[src/rtl/bram_to_coeff.sv]
// bram_to_coeff: on each vs_i rising edge, reads a 5x5 kernel from a
// synchronous-read coefficient BRAM into shadow registers. Once all 25 words
// are in, it commits them to the coefficient outputs in a single cycle and
// pulses en_d to mark the new set.
module bram_to_coeff #(
  parameter int NUM_COEFF = 25,
  parameter int ADDR_W    = 6,
  parameter int DATA_W    = 32,
  parameter int COEFF_W   = 16
) (
  input  logic                      clk,
  input  logic                      rst,
  input  logic                      vs_i,
  output logic [ADDR_W-1:0]         filter_coeff_addr,
  input  logic [DATA_W-1:0]         filter_coeff_data,
  output logic signed [COEFF_W-1:0] coeff00, coeff01, coeff02, coeff03, coeff04,
  output logic signed [COEFF_W-1:0] coeff10, coeff11, coeff12, coeff13, coeff14,
  output logic signed [COEFF_W-1:0] coeff20, coeff21, coeff22, coeff23, coeff24,
  output logic signed [COEFF_W-1:0] coeff30, coeff31, coeff32, coeff33, coeff34,
  output logic signed [COEFF_W-1:0] coeff40, coeff41, coeff42, coeff43, coeff44,
  output logic                      en_d
);

  localparam logic [1:0] IDLE   = 2'd0;
  localparam logic [1:0] READ   = 2'd1;
  localparam logic [1:0] COMMIT = 2'd2;

  localparam logic [ADDR_W-1:0] LAST_ADDR = ADDR_W'(NUM_COEFF - 1);

  logic [1:0]                state_q, state_d;
  logic                      vs_q;
  logic                      rise_s;
  logic [ADDR_W-1:0]         addr_q, addr_d;
  logic                      cap_valid_q, cap_valid_d;
  logic [ADDR_W-1:0]         cap_idx_q, cap_idx_d;
  logic                      en_pulse_q, en_pulse_d;
  logic signed [COEFF_W-1:0] shadow_q [NUM_COEFF];
  logic signed [COEFF_W-1:0] shadow_d [NUM_COEFF];
  logic signed [COEFF_W-1:0] coeff_q  [NUM_COEFF];
  logic signed [COEFF_W-1:0] coeff_d  [NUM_COEFF];
  logic                      unused_s;

  // Only the low COEFF_W bits of each BRAM word carry the coefficient.
  assign unused_s = ^filter_coeff_data[DATA_W-1:COEFF_W];

  assign rise_s            = vs_i & ~vs_q;
  assign filter_coeff_addr = addr_q;
  assign en_d              = en_pulse_q;

  // FSM next state, address sequencing and capture bookkeeping.
  always_comb begin
    state_d     = state_q;
    addr_d      = {ADDR_W{1'b0}};
    cap_valid_d = 1'b0;
    cap_idx_d   = addr_q;
    en_pulse_d  = 1'b0;
    case (state_q)
      IDLE: begin
        if (rise_s) begin
          state_d = READ;
        end else begin
          state_d = IDLE;
        end
      end
      READ: begin
        // Each address issued now returns data next cycle, so mark it for capture.
        cap_valid_d = 1'b1;
        if (addr_q == LAST_ADDR) begin
          state_d = COMMIT;
          addr_d  = {ADDR_W{1'b0}};
        end else begin
          state_d = READ;
          addr_d  = addr_q + {{(ADDR_W-1){1'b0}}, 1'b1};
        end
      end
      COMMIT: begin
        // The last word arrives in this cycle; it is bypassed into the commit.
        en_pulse_d = 1'b1;
        state_d    = IDLE;
      end
      default: begin
        state_d = IDLE;
      end
    endcase
  end

  // Shadow capture of returning BRAM data, and the single-cycle commit to the outputs.
  always_comb begin
    for (int i = 0; i < NUM_COEFF; i++) begin
      if (cap_valid_q && (cap_idx_q == ADDR_W'(i))) begin
        shadow_d[i] = filter_coeff_data[COEFF_W-1:0];
      end else begin
        shadow_d[i] = shadow_q[i];
      end
      if (state_q == COMMIT) begin
        coeff_d[i] = shadow_d[i];
      end else begin
        coeff_d[i] = coeff_q[i];
      end
    end
  end

  // State and datapath registers.
  always_ff @(posedge clk or posedge rst) begin
    if (rst) begin
      state_q     <= IDLE;
      vs_q        <= 1'b0;
      addr_q      <= {ADDR_W{1'b0}};
      cap_valid_q <= 1'b0;
      cap_idx_q   <= {ADDR_W{1'b0}};
      en_pulse_q  <= 1'b0;
      for (int i = 0; i < NUM_COEFF; i++) begin
        shadow_q[i] <= {COEFF_W{1'b0}};
        coeff_q[i]  <= {COEFF_W{1'b0}};
      end
    end else begin
      state_q     <= state_d;
      vs_q        <= vs_i;
      addr_q      <= addr_d;
      cap_valid_q <= cap_valid_d;
      cap_idx_q   <= cap_idx_d;
      en_pulse_q  <= en_pulse_d;
      for (int i = 0; i < NUM_COEFF; i++) begin
        shadow_q[i] <= shadow_d[i];
        coeff_q[i]  <= coeff_d[i];
      end
    end
  end

  assign coeff00 = coeff_q[0];
  assign coeff01 = coeff_q[1];
  assign coeff02 = coeff_q[2];
  assign coeff03 = coeff_q[3];
  assign coeff04 = coeff_q[4];
  assign coeff10 = coeff_q[5];
  assign coeff11 = coeff_q[6];
  assign coeff12 = coeff_q[7];
  assign coeff13 = coeff_q[8];
  assign coeff14 = coeff_q[9];
  assign coeff20 = coeff_q[10];
  assign coeff21 = coeff_q[11];
  assign coeff22 = coeff_q[12];
  assign coeff23 = coeff_q[13];
  assign coeff24 = coeff_q[14];
  assign coeff30 = coeff_q[15];
  assign coeff31 = coeff_q[16];
  assign coeff32 = coeff_q[17];
  assign coeff33 = coeff_q[18];
  assign coeff34 = coeff_q[19];
  assign coeff40 = coeff_q[20];
  assign coeff41 = coeff_q[21];
  assign coeff42 = coeff_q[22];
  assign coeff43 = coeff_q[23];
  assign coeff44 = coeff_q[24];

endmodule

[config.mk]
export PLATFORM = sky130hd
export DESIGN_NAME = bram_to_coeff
export DESIGN_NICKNAME = d
export VERILOG_FILES = /design/src/rtl/bram_to_coeff.sv
export SDC_FILE = /design/constraint.sdc
export NUM_CORES = 2
export LEC_CHECK = 0
export ABC_AREA = 1
export CAP_MARGIN = 10
export CORE_ASPECT_RATIO = 1.4
export CORE_MARGIN = 5
export CORE_UTILIZATION = 60
export CTS_BUF_LIST = sky130_fd_sc_hd__clkbuf_8 sky130_fd_sc_hd__clkbuf_16
export CTS_CLUSTER_DIAMETER = 200
export DETAILED_ROUTE_END_ITERATION = 8
export PLACE_DENSITY = 0.86
export SYNTH_ARGS = -nofsm -noshare
export SYNTH_HDL_FRONTEND = slang
export SYNTH_SLANG_ARGS = --single-unit
[constraint.sdc]
create_clock -name clk -period 85.2 [get_ports clk]
set_input_delay 17.04 -clock clk [delete_from_list [all_inputs] [get_ports clk]]
set_output_delay 17.04 -clock clk [all_outputs]
set_load 0.01 [all_outputs]
==> results_dict.tcl <==
set metrics [dict create \
    layout.nets 4301 \
    fmax_mhz 47.9 \
    ant_nets 0 \
    power_density_nw_per_um2 27.0 \
    cts_hold_buf 0 \
    cp_common_cell "buf_4" \
    worstPathArrival_ns 21.49 \
    synth.distinct_cells 18 \
    drv_cap 0 \
    htreeDepth 3 \
    yosys_warnings 0 \
    slew_violations 0 \
    synthesis.nets 3993 \
    ys_ff_latch 817 \
    post_cts_resized 0 \
    drive_above_1_share 0.0440 \
    viasPerCell 5.57 \
    cp_top_family "buffers and inverters" \
    place_ws_ns 63.49 \
    cts_sinks 817 \
    hpwl_um 57700 \
    clockBufferDepth 3 \
    grt_pass1_vias 27700 \
    crit_path_top_delay_cell "buf_4" \
    cpPeakStageDelay_ns 0.83 \
    cts_root_buf "clkbuf_16" \
    placed_area_um2 39000 \
    core_um2 57300 \
    p_seq_frac 0.443 \
    hold_path.class "register to register" \
    intPower_mw 0.771 \
    min_period_ns 20.88 \
    path_buf_inv 6 \
    dp.cells 4930 \
    p_leak_nw 20.9 \
    final_cells 5065 \
    critPathKind "input port to async pin" \
    fin_util 0.726 \
    cts_made_buffers 74 \
    initial_core_util 0.602 \
    finalSetupViolations 0 \
    switching_share 0.313 \
    drt-wirelength-per-cell_um 19.8 \
    overflow 0 \
    fin_ws_ns 64.32 \
    timing_worst_slew_pin_value_ns 1.42 \
    final.setup.tns_ns 0 \
    synth_cells 3956 \
    die_y_um 293 \
    avgSynthCellArea_um2 8.71 \
    largest_register_ffs 400 \
    gp_congestion 0.812 \
    netlist_area_um2 34400 \
    start_kind "input port" \
    core.rowCount 104 \
    die-area_um2 62400 \
    vias 28200 \
    antenna_cells 0 \
    antenna_found_initial 1 \
    required_ns 85.81 \
    crit_fanout 120 \
    max_slew_margin 0.0538 \
    fin_worst_skew_ns 0.0166 \
    reg2reg_slack_ns 81.58 \
    tritoncts "built" \
    ys_seq_area_frac 0.594 \
    crit_chain "clkdlybuf4s50_1, inv_8, buf_4, buf_4, buf_4, buf_4" \
    rsz0062_at_grt "false" \
    cts_setup_buffers 0 \
    grt_pass1_wl_um 157000 \
    clk_latency_ns 0.62 \
    drtPass1Iterations 6 \
    path_clk_slew_ns 0.07 \
    endpoint_kind "async pin" \
    fin_crit_sh 0.245 \
    grt.total_usage 0.321 \
    comb_power_share 0.244 \
    wirelength_um 101000 \
    fp.dieW_um 212 \
    finalHoldViolCount 0 \
    portBuffers 425 \
    largest_register "shadow_q" \
    synthToLayoutAreaGrowth_pct 20.6 \
    p_clk_frac 0.313 \
    ir_drop_uv 18.4 \
    fin_area_um2 41600 \
    grt_max_degree 227 \
    status "complete, no violations" \
    drc_errors 0 \
    drt_iter0_markers 3295 \
    ios 442 \
    p_sw_mw 0.351 \
]
-- routing by layer --
layer,share of wire,global-route usage,vias to the layer above,wire length (um)
met4,0.056,0.159,2,5590
met5,0.00013,0,-,13
met1,0.38,0.440,13700,38600
met2,0.47,0.494,1421,47300
li1,-,-,12800,-
met3,0.089,0.0637,274,8990
-- synth_stat cells (all sizes together) --
cell | number | area share
nor3 | 1 | 0.00015
nand4 | 1 | 0.00018
ha | 2 | 0.00073
dfrtp | 817 | 0.59
clkinv | 10 | 0.0015
xor2 | 1 | 0.00025
nand2 | 1257 | 0.14
nand3 | 790 | 0.11
and2 | 400 | 0.073
nor2 | 30 | 0.0044
buf | 111 | 0.016
inv | 423 | 0.046
xnor2 | 1 | 0.00025
clkbuf | 112 | 0.012
-- layout make-up --
class / instances / area [um2]
clock inverter: 39 / 415
multi-input combinational: 2483 / 11400
fill: 4057 / 15700
sequential: 817 / 20400
clock buffer: 96 / 2180
timing repair buffer: 455 / 4500
tap: 742 / 928
inverter: 433 / 1660
-- path summary, 6_finish.rpt --
kind / start / to / cells after the start
max: rst / coeff01[9]$_DFFE_PP0P_ / 6
min: filter_coeff_addr[3]$_DFF_PP0_ / cap_idx_q[3]$_DFF_PP0_ / 0
max reg2reg: state_q[0]$_DFF_PP0_ / coeff20[0]$_DFFE_PP0P_ / 6
min reg2reg: filter_coeff_addr[3]$_DFF_PP0_ / cap_idx_q[3]$_DFF_PP0_ / 0
max in group clk: filter_coeff_addr[4]$_DFF_PP0_ / filter_coeff_addr[4] / 1
min in group asynchronous: rst / coeff21[8]$_DFFE_PP0P_ / 2
-- through the flow --
stage                     hold slack (ns)  total power, mW
after global placement              0.429            0.756
final                               0.471             1.12
after detailed placement            0.459            0.768
after floorplan                     0.435            0.690
after CTS                           0.474             1.12
after global routing                0.493             1.18
-- logic make-up (layout without fill, tap and decap cells) --
kind of cell,Yosys count,after routing,synth area share
adder cells (fa/ha/maj),2,2,0.000726
AND/OR/NAND/NOR,2479,2479,0.329
buffers and inverters,656,1023,0.0758
flip-flops,817,817,0.594
XOR/XNOR,2,2,0.000509
-- layout by cell type (no fill, tap or decap), drive strengths merged, types with 2 or more instances in the layout --
master | synthesis | routed
and2 | 400 | 400
buf | 111 | 30
bufinv | 0 | 7
clkbuf | 112 | 96
clkdlybuf4s50 | 0 | 425
clkinv | 10 | 24
clkinvlp | 0 | 2
dfrtp | 817 | 817
ha | 2 | 2
inv | 423 | 439
nand2 | 1257 | 1257
nand3 | 790 | 790
nor2 | 30 | 30
-- power by group through the flow --
stage          Combinational [mW]  Sequential [mW]  Clock (mW)
6_report                    0.274            0.497       0.351
3_3_place_gp                0.256            0.499           0
2_1_floorplan               0.187            0.503           0
3_5_place_dp                0.265            0.503           0
4_1_cts                     0.271            0.496       0.355
5_1_grt                     0.306            0.503       0.371
(Power assumes the default switching activity.)
